## config.mk

```make
export PLATFORM = sky130hd
export DESIGN_NAME = prog_loader_flat
export DESIGN_NICKNAME = d
export VERILOG_FILES = /design/src/rtl/prog_loader_if.sv /design/src/rtl/prog_loader.sv /design/src/flat_wrapper.sv
export SDC_FILE = /design/constraint.sdc
export NUM_CORES = 1
export LEC_CHECK = 0
export CAP_MARGIN = 20
export CORE_MARGIN = 1.5
export CORE_UTILIZATION = 30
export CTS_CLUSTER_DIAMETER = 200
export CTS_CLUSTER_SIZE = 10
export DETAILED_ROUTE_END_ITERATION = 10
export PLACE_DENSITY = 0.47
export SYNTH_ARGS = -nofsm -noshare
export SYNTH_HDL_FRONTEND = slang
export SYNTH_SLANG_ARGS = --single-unit
```

## constraint.sdc

```tcl
create_clock -name clk -period 5.8 [get_ports clk]
set_input_delay 1.16 -clock clk [delete_from_list [all_inputs] [get_ports clk]]
set_output_delay 1.16 -clock clk [all_outputs]
set_load 0.05 [all_outputs]
```

## src/rtl/prog_loader_if.sv

```systemverilog
// Host byte stream, instruction-memory write port and loader status for prog_loader.
// The host side uses the master modport and the loader uses the slave modport.
interface prog_loader_if;
    logic        in_valid;
    logic [7:0]  in_data;
    logic        in_ready;
    logic        mem_wen;
    logic [15:0] mem_addr;
    logic [15:0] mem_wdata;
    logic        cpu_rst;
    logic        busy;
    logic        done;
    logic        err;

    modport master (
        output in_valid, in_data,
        input  in_ready, mem_wen, mem_addr, mem_wdata, cpu_rst, busy, done, err
    );

    modport slave (
        input  in_valid, in_data,
        output in_ready, mem_wen, mem_addr, mem_wdata, cpu_rst, busy, done, err
    );
endinterface

```

## src/rtl/prog_loader.sv

```systemverilog
// Boot loader: parses 0xA5 / length / payload frames from a host byte stream into 16-bit memory writes.
// Optional trailing XOR checksum byte is enabled by defining PROG_LOADER_CHECKSUM_EN.
module prog_loader #(
    parameter int MAX_WORDS = 256
) (
    input  logic         clk,
    input  logic         rst,
    prog_loader_if.slave io
);
    localparam logic [7:0] SyncByte = 8'hA5;

    typedef enum logic [2:0] {
        IDLE, LEN_HI, LEN_LO, DATA_HI, DATA_LO,
`ifdef PROG_LOADER_CHECKSUM_EN
        CHK,
`endif
        DONE, ERR
    } state_t;

    state_t      state;
    state_t      nextState;
    logic [7:0]  lenHi;
    logic [15:0] wordCount;
    logic [15:0] index;
    logic [7:0]  hiByte;
    logic        accept;
    logic [15:0] lenWord;
    logic        lenOk;
    logic        lastWord;
`ifdef PROG_LOADER_CHECKSUM_EN
    logic [7:0]  csum;
`endif

    assign io.in_ready = 1'b1;
    assign accept      = io.in_valid & io.in_ready;
    assign lenWord     = {lenHi, io.in_data};
    assign lenOk       = (lenWord != 16'd0) && ({16'd0, lenWord} <= 32'(MAX_WORDS));
    assign lastWord    = (index + 16'd1) == wordCount;

    // Frame parser; every state only moves on an accepted byte, so in_valid gaps are harmless.
    always_comb begin
        nextState = state;
        if (accept) begin
            case (state)
                IDLE, DONE, ERR: if (io.in_data == SyncByte) nextState = LEN_HI;
                LEN_HI:          nextState = LEN_LO;
                LEN_LO:          nextState = lenOk ? DATA_HI : ERR;
                DATA_HI:         nextState = DATA_LO;
`ifdef PROG_LOADER_CHECKSUM_EN
                DATA_LO:         nextState = lastWord ? CHK : DATA_HI;
                CHK:             nextState = (io.in_data == csum) ? DONE : ERR;
`else
                DATA_LO:         nextState = lastWord ? DONE : DATA_HI;
`endif
                default:         nextState = IDLE;
            endcase
        end
    end

    // Status flags are registered from the next state so they line up with the state register.
    always_ff @(posedge clk or posedge rst) begin
        if (rst) begin
            state        <= IDLE;
            lenHi        <= 8'h00;
            wordCount    <= 16'h0000;
            index        <= 16'h0000;
            hiByte       <= 8'h00;
`ifdef PROG_LOADER_CHECKSUM_EN
            csum         <= 8'h00;
`endif
            io.mem_wen   <= 1'b0;
            io.mem_addr  <= 16'h0000;
            io.mem_wdata <= 16'h0000;
            io.busy      <= 1'b0;
            io.done      <= 1'b0;
            io.err       <= 1'b0;
            io.cpu_rst   <= 1'b1;
        end else begin
            state      <= nextState;
            io.mem_wen <= 1'b0;
            io.busy    <= (nextState != IDLE) && (nextState != DONE) && (nextState != ERR);
            io.done    <= (nextState == DONE);
            io.err     <= (nextState == ERR);
            io.cpu_rst <= (nextState != DONE);
            if (accept) begin
                case (state)
                    IDLE, DONE, ERR: begin
                        if (io.in_data == SyncByte) begin
                            index <= 16'h0000;
`ifdef PROG_LOADER_CHECKSUM_EN
                            csum  <= 8'h00;
`endif
                        end
                    end
                    LEN_HI: lenHi <= io.in_data;
                    LEN_LO: begin
                        wordCount <= lenWord;
                        index     <= 16'h0000;
                    end
                    DATA_HI: begin
                        hiByte <= io.in_data;
`ifdef PROG_LOADER_CHECKSUM_EN
                        csum   <= csum ^ io.in_data;
`endif
                    end
                    DATA_LO: begin
                        io.mem_wen   <= 1'b1;
                        io.mem_addr  <= index << 1;
                        io.mem_wdata <= {hiByte, io.in_data};
                        index        <= index + 16'd1;
`ifdef PROG_LOADER_CHECKSUM_EN
                        csum         <= csum ^ io.in_data;
`endif
                    end
                    default: ;
                endcase
            end
        end
    end
endmodule

```

## src/flat_wrapper.sv

```systemverilog
// flat-port wrapper written by rule: the top's interface ports become plain ports
module prog_loader_flat 
#(
    parameter int MAX_WORDS = 256
)
  (clk, rst, io_in_valid, io_in_data, io_in_ready, io_mem_wen, io_mem_addr, io_mem_wdata, io_cpu_rst, io_busy, io_done, io_err);
  prog_loader_if io_i ();
  input  logic clk;
  input  logic rst;
  input wire logic [$bits(io_i.in_valid)-1:0] io_in_valid;
  input wire logic [$bits(io_i.in_data)-1:0] io_in_data;
  output wire logic [$bits(io_i.in_ready)-1:0] io_in_ready;
  output wire logic [$bits(io_i.mem_wen)-1:0] io_mem_wen;
  output wire logic [$bits(io_i.mem_addr)-1:0] io_mem_addr;
  output wire logic [$bits(io_i.mem_wdata)-1:0] io_mem_wdata;
  output wire logic [$bits(io_i.cpu_rst)-1:0] io_cpu_rst;
  output wire logic [$bits(io_i.busy)-1:0] io_busy;
  output wire logic [$bits(io_i.done)-1:0] io_done;
  output wire logic [$bits(io_i.err)-1:0] io_err;
  assign io_i.in_valid = io_in_valid;
  assign io_i.in_data = io_in_data;
  assign io_in_ready = io_i.in_ready;
  assign io_mem_wen = io_i.mem_wen;
  assign io_mem_addr = io_i.mem_addr;
  assign io_mem_wdata = io_i.mem_wdata;
  assign io_cpu_rst = io_i.cpu_rst;
  assign io_busy = io_i.busy;
  assign io_done = io_i.done;
  assign io_err = io_i.err;
  prog_loader #(.MAX_WORDS(MAX_WORDS)) u_core (.clk(clk), .rst(rst), .io(io_i));
endmodule
```

==> out/qor.txt <==
Status: completed
Area grow syn2layout: 19.5%
Final Hold Vio Count: 0
Ant diodes: 0
Top_reg_cell synth: dfrtp_1
Clk sink count: 87
Vias/cell: 4.94
Vias in the first global route: 3,127
CTS clk-pin slew, worst paths: 0.06 ns
Max cap viols: 0
Clock Root Buffer: clkbuf_16
Worst VDD drop: 0.000270 V
Worst slew margin: 0.492
Number of flops mapped to enable cells by yosys: 0
Mean Syn Cell Area: 9.99 µm²
Starting Density: 0.308
Final period utilization: 0.540
Startpoint types: primary input
PortBufs: 46
H-tree levels: 3
Post-Syn Instances: 430
CP arrival: 3.40 ns
WP data required: 6.07 ns
Synth unique cells: 62
Worst Setup Path Type: primary input to flop
RSZ-0062 raised after global routing: no
Share of cells above drive strength 1: 0.146
HPWL Detailed: 7.22 mm
Worst-Margin Slew: 0.759 ns
Placed Area: 4850 µm²
Crit. End Element: flop
Final net count: 475
Detailed Route Iter0 Violations: 173
Maximum number of pins on one net before global-route repair: 52
Commonest non-fill, non-tap cells in the layout: nand2_1, dfrtp_1, clkdlybuf4s50_1
Period minus WS final: 3.13 ns
Drt first pass iters: 4
Worst Path Max Fanout: 6
Slew Limit Fails: 0
Congestion Overflow GR: 0
# Post-CTS Setup Buffers: 0
Final Skew: 0.00829 ns
Die height: 123 µm
Worst R2R Setup Slack: 2.68 ns
Post-DRT Antenna Nets: 0
Mapped Area: 4290 µm²
Skew-Pair Late Insertion Delay: 0.35 ns
Post_cts resized: 0
Leak: 2.20 nW
First-pass GRT wire length: 17.6 mm
# fillers: 1,417
Warnings, synthesis: 0
Commonest non-fill, non-tap cell in the layout: nand2_1
Width of the die: 123 µm
Setup TNS: 0 ns
Core area: 13,900 µm²
Initial antenna violation count: 0
GRT Util Overall: 0.154
Drt drc: 0
Sequential fraction of the synthesis area: 0.507
DR vias: 3,193
Hold Path Class: flop to flop
Detailed Route WL: 10.8 mm
Pwr Density: 492 nW/µm²
GP Congestion: 0.774
Asr flop ratio synth: 1.00
Largest cells by area after synthesis: dfrtp_1, nand2_1, mux2_2
Seq cells post-synth: 87
Finish-stage setup viols: 0
Post-synth top area cell: dfrtp_1
Number of top-level pins: 49
Die Area: 15,000 µm²
Top cell type's share of synthesized area: 0.501
Final instance area: 5130 µm²
Syn nets: 442
Row cnt: 43
Max Fclk: 0.319 GHz
CTS tree: built
Bufs on Longest Clock Path: 2
WL per Instance: 16.7 µm
Cts hold-fix bufs: 0
CTS Buf Count: 9
==> power breakdown <==
group,switching [W],internal [W]
clock network,0.000250,0.000303
registers,0.000185,0.000814
logic,0.000578,0.000396
total,0.00101,0.00151
==> cell usage after synthesis, drive strengths merged (5+ instances only) <==
cell    count
a21oi      10
a31oi       5
and3        7
buf        15
clkbuf     15
dfrtp      86
inv         6
mux2       32
nand2     107
nand3      11
nand4       9
nor2       16
nor4        6
o21ai      29
o31ai       6
xnor2      10
xor2        9
==> routing by layer <==
layer	up-vias	global-route usage	part of all wire
met5	-	0	0
met4	0	0.0567	0.017
met3	16	0.0362	0.038
met2	83	0.234	0.45
met1	1547	0.214	0.50
li1	1547	-	-
==> per-stage QoR <==
stage	cells	worst slack [ns]	hold WS (ns)	utilization	total power, W
2_1_floorplan	430	2.39	0.433	-	0.00168
3_3_place_gp	632	2.32	0.453	0.348	0.00198
3_5_place_dp	632	2.31	0.462	0.348	0.00199
4_1_cts	647	2.59	0.478	0.368	0.00256
5_1_grt	647	2.41	0.508	0.368	0.00268
6_report	647	2.67	0.472	0.368	0.00253
==> cell families (layout without fill, tap and decap cells) <==
group	Yosys count	in the layout	synth area share
AOI/OAI and AO/OA	69	69	0.105
xor gates and xnor gates	20	20	0.0440
adders and majority gates	2	2	0.00524
buffers and inverters	36	73	0.0463
DFF	87	87	0.507
muxes	33	33	0.0862
other	2	2	0.00175
and+or+nand+nor	181	181	0.204
==> critical path, stage by stage <==
cell	delay, ns
clkdlybuf4s50_1	0.52
nor4_1	0.43
nand2_1	0.22
nor2_1	0.18
a41oi_1	0.06
o221ai_1	0.20
o21a_1	0.26
or3b_1	0.36
==> worst paths after layout <==
| kind | cells after the start | endpoint | start |
|---|---|---|---|
| worst max register to register | 8 | u_core.io.cpu_rst$_DFF_PP1_ | u_core.index[0]$_DFFE_PP0P_ |
| worst max-delay path | 8 | u_core.io.cpu_rst$_DFF_PP1_ | io_in_data[4] |
| min in group asynchronous | 2 | u_core.io.mem_addr[5]$_DFFE_PP0P_ | rst |
| max in group asynchronous | 3 | u_core.state[2]$_DFF_PP0_ | rst |
| worst min-delay path | 2 | u_core.io.mem_addr[8]$_DFFE_PP0P_ | u_core.io.mem_addr[8]$_DFFE_PP0P_ |
| worst min register to register | 2 | u_core.io.mem_addr[8]$_DFFE_PP0P_ | u_core.io.mem_addr[8]$_DFFE_PP0P_ |
==> cell type report <==
| class | instances | area [µm²] | share of cell area |
|---|---|---|---|
| clock inverter | 5 | 42.5 | 0.00829 |
| clock buffer | 10 | 239 | 0.0466 |
| sequential | 87 | 2180 | 0.425 |
| multi-input combinational | 307 | 1920 | 0.374 |
| tap | 180 | 225 | 0.0439 |
| timing repair buffer | 52 | 505 | 0.0985 |
| inverter | 6 | 23.8 | 0.00463 |
==> sequential cells by signal, summed over array words and instances (netlist names) <==
name,count
u_core.state,3
u_core.io.mem_wen,1
u_core.wordCount,16
u_core.io.busy,1
u_core.io.mem_wdata,16
u_core.io.err,1
u_core.io.mem_addr,15
u_core.io.done,1
u_core.lenHi,8
u_core.hiByte,8
u_core.index,16
u_core.io.cpu_rst,1
Power figures use the tool's default switching activity.
